### src/rtl/timer_counter.sv
// ---------------------------------------------------------------------------
// timer_counter
//
// Memory-mapped down-counting timer with a maskable interrupt. The bus bridge
// has already matched the address window, so only the word offset Addr[3:2]
// is decoded here:
//   0 CTRL   : [3] IM, [2:1] Mode, [0] En (bits [7:4] = prescale P when
//              TC_PRESCALE_EN is defined, otherwise read as 0)
//   1 PRESET : R/W reload value
//   2 COUNT  : read-only current count
//   3        : reserved, reads 0, writes ignored
//
// Ports:
//   clk    - system clock, all state changes on the rising edge
//   reset  - synchronous, active-high reset
//   Addr   - word address [31:2]
//   WE     - write strobe (full-word stores only)
//   Din    - write data
//   Dout   - read data, combinational on Addr[3:2]
//   IRQ    - level interrupt request = irq_flag & IM
//
// Optional feature macro: TC_PRESCALE_EN (adds the CTRL[7:4] prescaler).
// ---------------------------------------------------------------------------
module timer_counter #(
    parameter logic [31:0] PRESET_RST = 32'h0,
    parameter int          COUNT_W    = 32
) (
    input  logic        clk,
    input  logic        reset,
    input  logic [31:2] Addr,
    input  logic        WE,
    input  logic [31:0] Din,
    output logic [31:0] Dout,
    output logic        IRQ
);

    typedef enum logic [1:0] {
        S_IDLE = 2'd0,
        S_LOAD = 2'd1,
        S_CNT  = 2'd2,
        S_INT  = 2'd3
    } state_t;

    localparam logic [1:0] OFF_CTRL   = 2'd0;
    localparam logic [1:0] OFF_PRESET = 2'd1;
    localparam logic [1:0] OFF_COUNT  = 2'd2;
    localparam logic [1:0] MODE_AUTO  = 2'd1;

    state_t               state_q;
    logic                 en_q;
    logic [1:0]           mode_q;
    logic                 im_q;
    logic                 irq_flag_q;
    logic [COUNT_W-1:0]   preset_q;
    logic [COUNT_W-1:0]   count_q;

    logic                 wr_ctrl;
    logic                 wr_preset;
    logic                 en_eff;
    logic                 cnt_step;
    logic [3:0]           presc_rd;

    // The upper address bits are already decoded by the bridge.
    logic                 unused_addr;
    assign unused_addr = ^Addr[31:4];

    assign wr_ctrl   = WE && (Addr[3:2] == OFF_CTRL);
    assign wr_preset = WE && (Addr[3:2] == OFF_PRESET);

    // A CTRL write landing this cycle already decides whether counting goes
    // on, so a disable freezes COUNT at the value it shows right now.
    assign en_eff = wr_ctrl ? Din[0] : en_q;

`ifdef TC_PRESCALE_EN
    logic [3:0] presc_q;
    logic [3:0] ps_cnt_q;

    assign presc_rd = presc_q;
    // COUNT moves only when the prescaler has seen P+1 CNT cycles.
    assign cnt_step = (ps_cnt_q == presc_q);

    always_ff @(posedge clk) begin
        if (reset) begin
            presc_q  <= 4'd0;
            ps_cnt_q <= 4'd0;
        end else begin
            if (wr_ctrl) begin
                presc_q <= Din[7:4];
            end
            if ((state_q == S_LOAD) || !en_eff) begin
                ps_cnt_q <= 4'd0;
            end else if (state_q == S_CNT) begin
                ps_cnt_q <= cnt_step ? 4'd0 : ps_cnt_q + 4'd1;
            end
        end
    end
`else
    assign presc_rd = 4'd0;
    assign cnt_step = 1'b1;
`endif

    always_ff @(posedge clk) begin
        if (reset) begin
            state_q    <= S_IDLE;
            en_q       <= 1'b0;
            mode_q     <= 2'd0;
            im_q       <= 1'b0;
            irq_flag_q <= 1'b0;
            preset_q   <= PRESET_RST[COUNT_W-1:0];
            count_q    <= '0;
        end else begin
            if (wr_ctrl) begin
                en_q   <= Din[0];
                mode_q <= Din[2:1];
                im_q   <= Din[3];
            end
            if (wr_preset) begin
                preset_q <= Din[COUNT_W-1:0];
            end

            // Setting in INT beats the CTRL-write clear; auto-reload mode
            // drops the flag one edge after it rose.
            if (state_q == S_INT) begin
                irq_flag_q <= 1'b1;
            end else if (wr_ctrl || (mode_q == MODE_AUTO)) begin
                irq_flag_q <= 1'b0;
            end

            case (state_q)
                S_IDLE: begin
                    if (en_q) begin
                        state_q <= S_LOAD;
                    end
                end
                S_LOAD: begin
                    count_q <= preset_q;
                    state_q <= S_CNT;
                end
                S_CNT: begin
                    if (!en_eff) begin
                        state_q <= S_IDLE;
                    end else if (cnt_step) begin
                        if (count_q > COUNT_W'(1)) begin
                            count_q <= count_q - COUNT_W'(1);
                        end else begin
                            count_q <= '0;
                            state_q <= S_INT;
                        end
                    end
                end
                S_INT: begin
                    state_q <= S_IDLE;
                    // One-shot modes disarm themselves unless software is
                    // rewriting CTRL on this very edge.
                    if (!wr_ctrl && (mode_q != MODE_AUTO)) begin
                        en_q <= 1'b0;
                    end
                end
                default: state_q <= S_IDLE;
            endcase
        end
    end

    always_comb begin
        Dout = 32'h0;
        case (Addr[3:2])
            OFF_CTRL:   Dout = {24'h0, presc_rd, im_q, mode_q, en_q};
            OFF_PRESET: Dout = 32'(preset_q);
            OFF_COUNT:  Dout = 32'(count_q);
            default:    Dout = 32'h0;
        endcase
    end

    assign IRQ = irq_flag_q & im_q;

endmodule

### config.mk
export PLATFORM = sky130hd
export DESIGN_NAME = timer_counter
export DESIGN_NICKNAME = d
export VERILOG_FILES = /design/src/rtl/timer_counter.sv
export SDC_FILE = /design/constraint.sdc
export NUM_CORES = 1
export LEC_CHECK = 0
export ABC_AREA = 1
export CORE_MARGIN = 2
export CORE_UTILIZATION = 55
export DETAILED_ROUTE_END_ITERATION = 12
export DONT_BUFFER_PORTS = 1
export PLACE_DENSITY = 0.82
export SETUP_SLACK_MARGIN = 0.02
export SYNTH_ARGS = -nofsm -noshare
export SYNTH_HDL_FRONTEND = slang
export SYNTH_SLANG_ARGS = --single-unit
### constraint.sdc
create_clock -name clk -period 1.7 [get_ports clk]
set_input_delay 0.425 -clock clk [delete_from_list [all_inputs] [get_ports clk]]
set_output_delay 0.425 -clock clk [all_outputs]
set_load 0.01 [all_outputs]
==> impl_metrics.prom <==
# TYPE chip_impl_metric gauge
chip_impl_metric{name="setup-tns-final",unit="ps"} 0
chip_impl_metric{name="clock_tree.htree_level_count",unit=""} 3
chip_impl_metric{name="cts_inserted_buffers",unit=""} 9
chip_impl_metric{name="grt_max_degree",unit=""} 36
chip_impl_info{name="timing_worst_setup_path_type",value="register to output port"} 1
chip_impl_metric{name="netlist_area",unit="um2"} 4280
chip_impl_metric{name="initial_antenna_violation_count",unit=""} 0
chip_impl_metric{name="worst-endpoint-arrival",unit="ps"} 1230
chip_impl_metric{name="layout.cell_area.non_filler",unit="um2"} 5450
chip_impl_metric{name="initial_utilization",unit="%"} 55.9
chip_impl_metric{name="synth.lib_cells_used.distinct",unit=""} 29
chip_impl_metric{name="final_min_period_over_clock_period",unit="%"} 97.5
chip_impl_metric{name="cts.sink_count",unit=""} 71
chip_impl_info{name="hp-class",value="primary input to register"} 1
chip_impl_metric{name="power_per_cell_area",unit="nW/um2"} 1010
chip_impl_metric{name="route.detailed.vias_per_inst",unit=""} 5.75
chip_impl_metric{name="detail_route.wl_per_cell",unit="um"} 15.9
chip_impl_metric{name="post_synthesis_area_per_instance",unit="um2"} 6.99
chip_impl_metric{name="area_delta_synth_final",unit="%"} 27.5
chip_impl_metric{name="gp_routability_congestion",unit=""} 0.894
chip_impl_metric{name="critical_path_required",unit="ps"} 1270
chip_impl_metric{name="initialDrtViolationCount",unit=""} 365
chip_impl_metric{name="ys_warn_count",unit=""} 0
chip_impl_metric{name="total_power",unit="mW"} 5.49
chip_impl_metric{name="synthesis.nets",unit=""} 679
chip_impl_metric{name="antenna-diode-count",unit=""} 0
chip_impl_metric{name="vias",unit=""} 4660
chip_impl_info{name="critical_path.startpoint_type",value="register"} 1
chip_impl_metric{name="final_std_cells_w_o_fill",unit=""} 810
chip_impl_metric{name="clk_pin_slew_worst_paths",unit="ps"} 70
chip_impl_metric{name="rows",unit=""} 32
chip_impl_metric{name="place_hpwl",unit="um"} 9030
chip_impl_metric{name="place_area",unit="um2"} 5060
chip_impl_metric{name="finalHoldViolations",unit=""} 0
chip_impl_info{name="rsz0062_at_grt",value="true"} 1
chip_impl_metric{name="wl",unit="um"} 12900
chip_impl_metric{name="grt_use_total",unit="%"} 30.5
chip_impl_metric{name="max_freq",unit="GHz"} 0.604
chip_impl_metric{name="final_net_count",unit=""} 770
chip_impl_metric{name="power_leakage",unit="nW"} 2.27
chip_impl_metric{name="drv_cap",unit=""} 0
chip_impl_metric{name="yosysSeqAreaShare",unit="%"} 33.2
chip_impl_metric{name="coreArea",unit="um2"} 7650
chip_impl_metric{name="drv_slew",unit=""} 0
chip_impl_metric{name="worstSkewPairLatency",unit="ps"} 350
chip_impl_info{name="cts.root.buffer_cell",value="sky130_fd_sc_hd__clkbuf_8"} 1
chip_impl_metric{name="grt_pass1_vias",unit=""} 4576
chip_impl_metric{name="die_area",unit="um2"} 8500
chip_impl_metric{name="antenna_left",unit=""} 0
chip_impl_metric{name="setup_viol",unit=""} 0
chip_impl_info{name="tritoncts_clock_tree",value="done"} 1
chip_impl_metric{name="peakVddDrop",unit="uV"} 558
chip_impl_metric{name="global_route_wire_length_before_repair",unit="um"} 20900
chip_impl_metric{name="relSlewSlack",unit="%"} 74.8
chip_impl_metric{name="fin_skew",unit="ps"} 7.62
chip_impl_metric{name="detail_route.first_pass.iterations",unit=""} 7
chip_impl_metric{name="buffer_depth_of_the_longest_clock_path",unit=""} 2
chip_impl_metric{name="crit_fanout",unit=""} 3
chip_impl_metric{name="postCtsHoldBufs",unit=""} 0
chip_impl_info{name="status",value="complete, no violations"} 1
chip_impl_metric{name="ys_seq_elements",unit=""} 71
chip_impl_info{name="crit_path_end_kind",value="output port"} 1
chip_impl_metric{name="ios",unit=""} 98
chip_impl_metric{name="floorplan.die.height",unit="um"} 92.2
chip_impl_metric{name="placed_cells_incl_taps",unit=""} 788
chip_impl_metric{name="tightestPinTransition",unit="ps"} 375
chip_impl_metric{name="port_buffers",unit=""} 0
chip_impl_metric{name="remaining_drcs",unit=""} 0
chip_impl_metric{name="post-route-min-period",unit="ps"} 1660
chip_impl_metric{name="die-width",unit="um"} 92.2
chip_impl_metric{name="layout-drive-gt1-share",unit="%"} 33.5
chip_impl_metric{name="syn-instance-count",unit=""} 612
chip_impl_metric{name="overflow",unit=""} 0
-- layout by cell type (no fill, tap or decap), types with 18 or more instances in the layout --
master / Yosys / layout
sky130_fd_sc_hd__buf_4: 3 / 103
sky130_fd_sc_hd__o22ai_1: 27 / 23
sky130_fd_sc_hd__dfxtp_1: 71 / 64
sky130_fd_sc_hd__o21ai_0: 100 / 98
sky130_fd_sc_hd__a21oi_1: 42 / 42
sky130_fd_sc_hd__nor2_1: 52 / 44
sky130_fd_sc_hd__nand2_1: 83 / 78
sky130_fd_sc_hd__nand3_1: 21 / 19
sky130_fd_sc_hd__a21oi_2: 29 / 29
sky130_fd_sc_hd__inv_1: 78 / 75
sky130_fd_sc_hd__nand3_2: 16 / 18
-- synth_stat cells --
master / count / area [um2]
sky130_fd_sc_hd__clkbuf_1: 19 / 71.3
sky130_fd_sc_hd__nand3_1: 21 / 105
sky130_fd_sc_hd__o21ai_1: 2 / 10.0
sky130_fd_sc_hd__xor2_1: 11 / 96.3
sky130_fd_sc_hd__nand2_4: 2 / 22.5
sky130_fd_sc_hd__o211ai_1: 3 / 22.5
sky130_fd_sc_hd__nand3_2: 16 / 160
sky130_fd_sc_hd__buf_6: 3 / 33.8
sky130_fd_sc_hd__a21oi_2: 29 / 254
sky130_fd_sc_hd__o21ai_0: 100 / 500
sky130_fd_sc_hd__nor2_1: 52 / 195
sky130_fd_sc_hd__inv_2: 3 / 11.3
sky130_fd_sc_hd__nand4_1: 5 / 31.3
sky130_fd_sc_hd__buf_2: 3 / 15.0
sky130_fd_sc_hd__o221ai_1: 1 / 8.76
sky130_fd_sc_hd__nor3_1: 2 / 10.0
sky130_fd_sc_hd__clkbuf_2: 1 / 5.00
sky130_fd_sc_hd__ha_1: 2 / 25.0
sky130_fd_sc_hd__o22ai_1: 27 / 169
sky130_fd_sc_hd__nor2_4: 7 / 78.8
sky130_fd_sc_hd__buf_4: 3 / 22.5
sky130_fd_sc_hd__a21oi_1: 42 / 210
sky130_fd_sc_hd__o21ai_2: 1 / 8.76
sky130_fd_sc_hd__inv_1: 78 / 293
sky130_fd_sc_hd__buf_12: 2 / 40.0
sky130_fd_sc_hd__dfxtp_1: 71 / 1420
sky130_fd_sc_hd__nand2_1: 83 / 312
sky130_fd_sc_hd__nor2_2: 12 / 75.1
sky130_fd_sc_hd__nand2_2: 11 / 68.8
-- area by class of cell --
| type | instances | area (um2) |
|---|---|---|
| multi-input combinational | 430 | 2500 |
| clock buffer | 12 | 145 |
| tap | 102 | 128 |
| clock inverter | 4 | 45.0 |
| sequential | 71 | 1430 |
| fill | 548 | 2190 |
| timing repair buffer | 110 | 905 |
| inverter | 81 | 304 |
-- sequential cells by signal, summed over array words and instances (netlist names) --
name	cells
preset_q	32
im_q	1
state_q	2
mode_q	2
count_q	32
en_q	1
irq_flag_q	1
-- routing by layer --
metal / vias up / routed length (um) / track usage, % / share of wire, %
met2: 206 / 6350 / 53.5 / 49
met5: - / 0 / 0 / 0
li1: 2218 / - / - / -
met3: 51 / 861 / 3.86 / 6.7
met4: 0 / 509 / 15.2 / 4.0
met1: 2185 / 5150 / 36.7 / 40
-- final timing paths --
check / start / to / slack, ps / cells past startpoint
max: count_q[0]$_SDFFE_PP0P_ / Dout[0] / 40 / 4
min: reset / irq_flag_q$_SDFFE_PP0P_ / 140 / 1
max reg2reg: count_q[6]$_SDFFE_PP0P_ / count_q[28]$_SDFFE_PP0P_ / 80 / 8
min reg2reg: irq_flag_q$_SDFFE_PP0P_ / irq_flag_q$_SDFFE_PP0P_ / 450 / 2
-- worst max-delay path, cell delays in order, from the launching register on --
cell and delay (ps):
sky130_fd_sc_hd__dfxtp_1 350, sky130_fd_sc_hd__inv_2 60, sky130_fd_sc_hd__buf_4 150, sky130_fd_sc_hd__o211ai_1 170, sky130_fd_sc_hd__buf_4 150
-- cell families after synthesis --
| kind of cell | count (synthesis) | synth area share [%] |
|---|---|---|
| DFF | 71 | 33.2 |
| buffers and inverters | 112 | 11.5 |
| AOI/OAI and AO/OA | 205 | 27.7 |
| and+or+nand+nor | 211 | 24.8 |
| xor gates and xnor gates | 11 | 2.25 |
| adders and majority gates | 2 | 0.585 |
-- stage by stage --
step	hold slack (ps)	setup WS, ps	util, %
after detailed placement	445	-513	66.1
after floorplan	436	5.88	-
after global routing	138	-2.27	71.3
after global placement	444	-357	66.1
final	137	43.3	71.3
after CTS	131	22.5	69.7
-- power breakdown --
| part | internal (mW) | switching (mW) | leakage (nW) |
|---|---|---|---|
| registers | 1.78 | 0.0678 | 0.582 |
| logic | 0.873 | 1.42 | 1.59 |
| clock network | 0.712 | 0.638 | 0.100 |
| total | 3.36 | 2.13 | 2.27 |
-- repair_timing --
action | CTS | global route
buffers inserted | 5 | 0
endpoints found under the hold margin | 0 | 0
resized for setup | 6 | 36
pin swaps | 2 | 3
endpoints found under the setup margin | 36 | 35
gates cloned | 1 | 0
(Power assumes the default switching activity.)
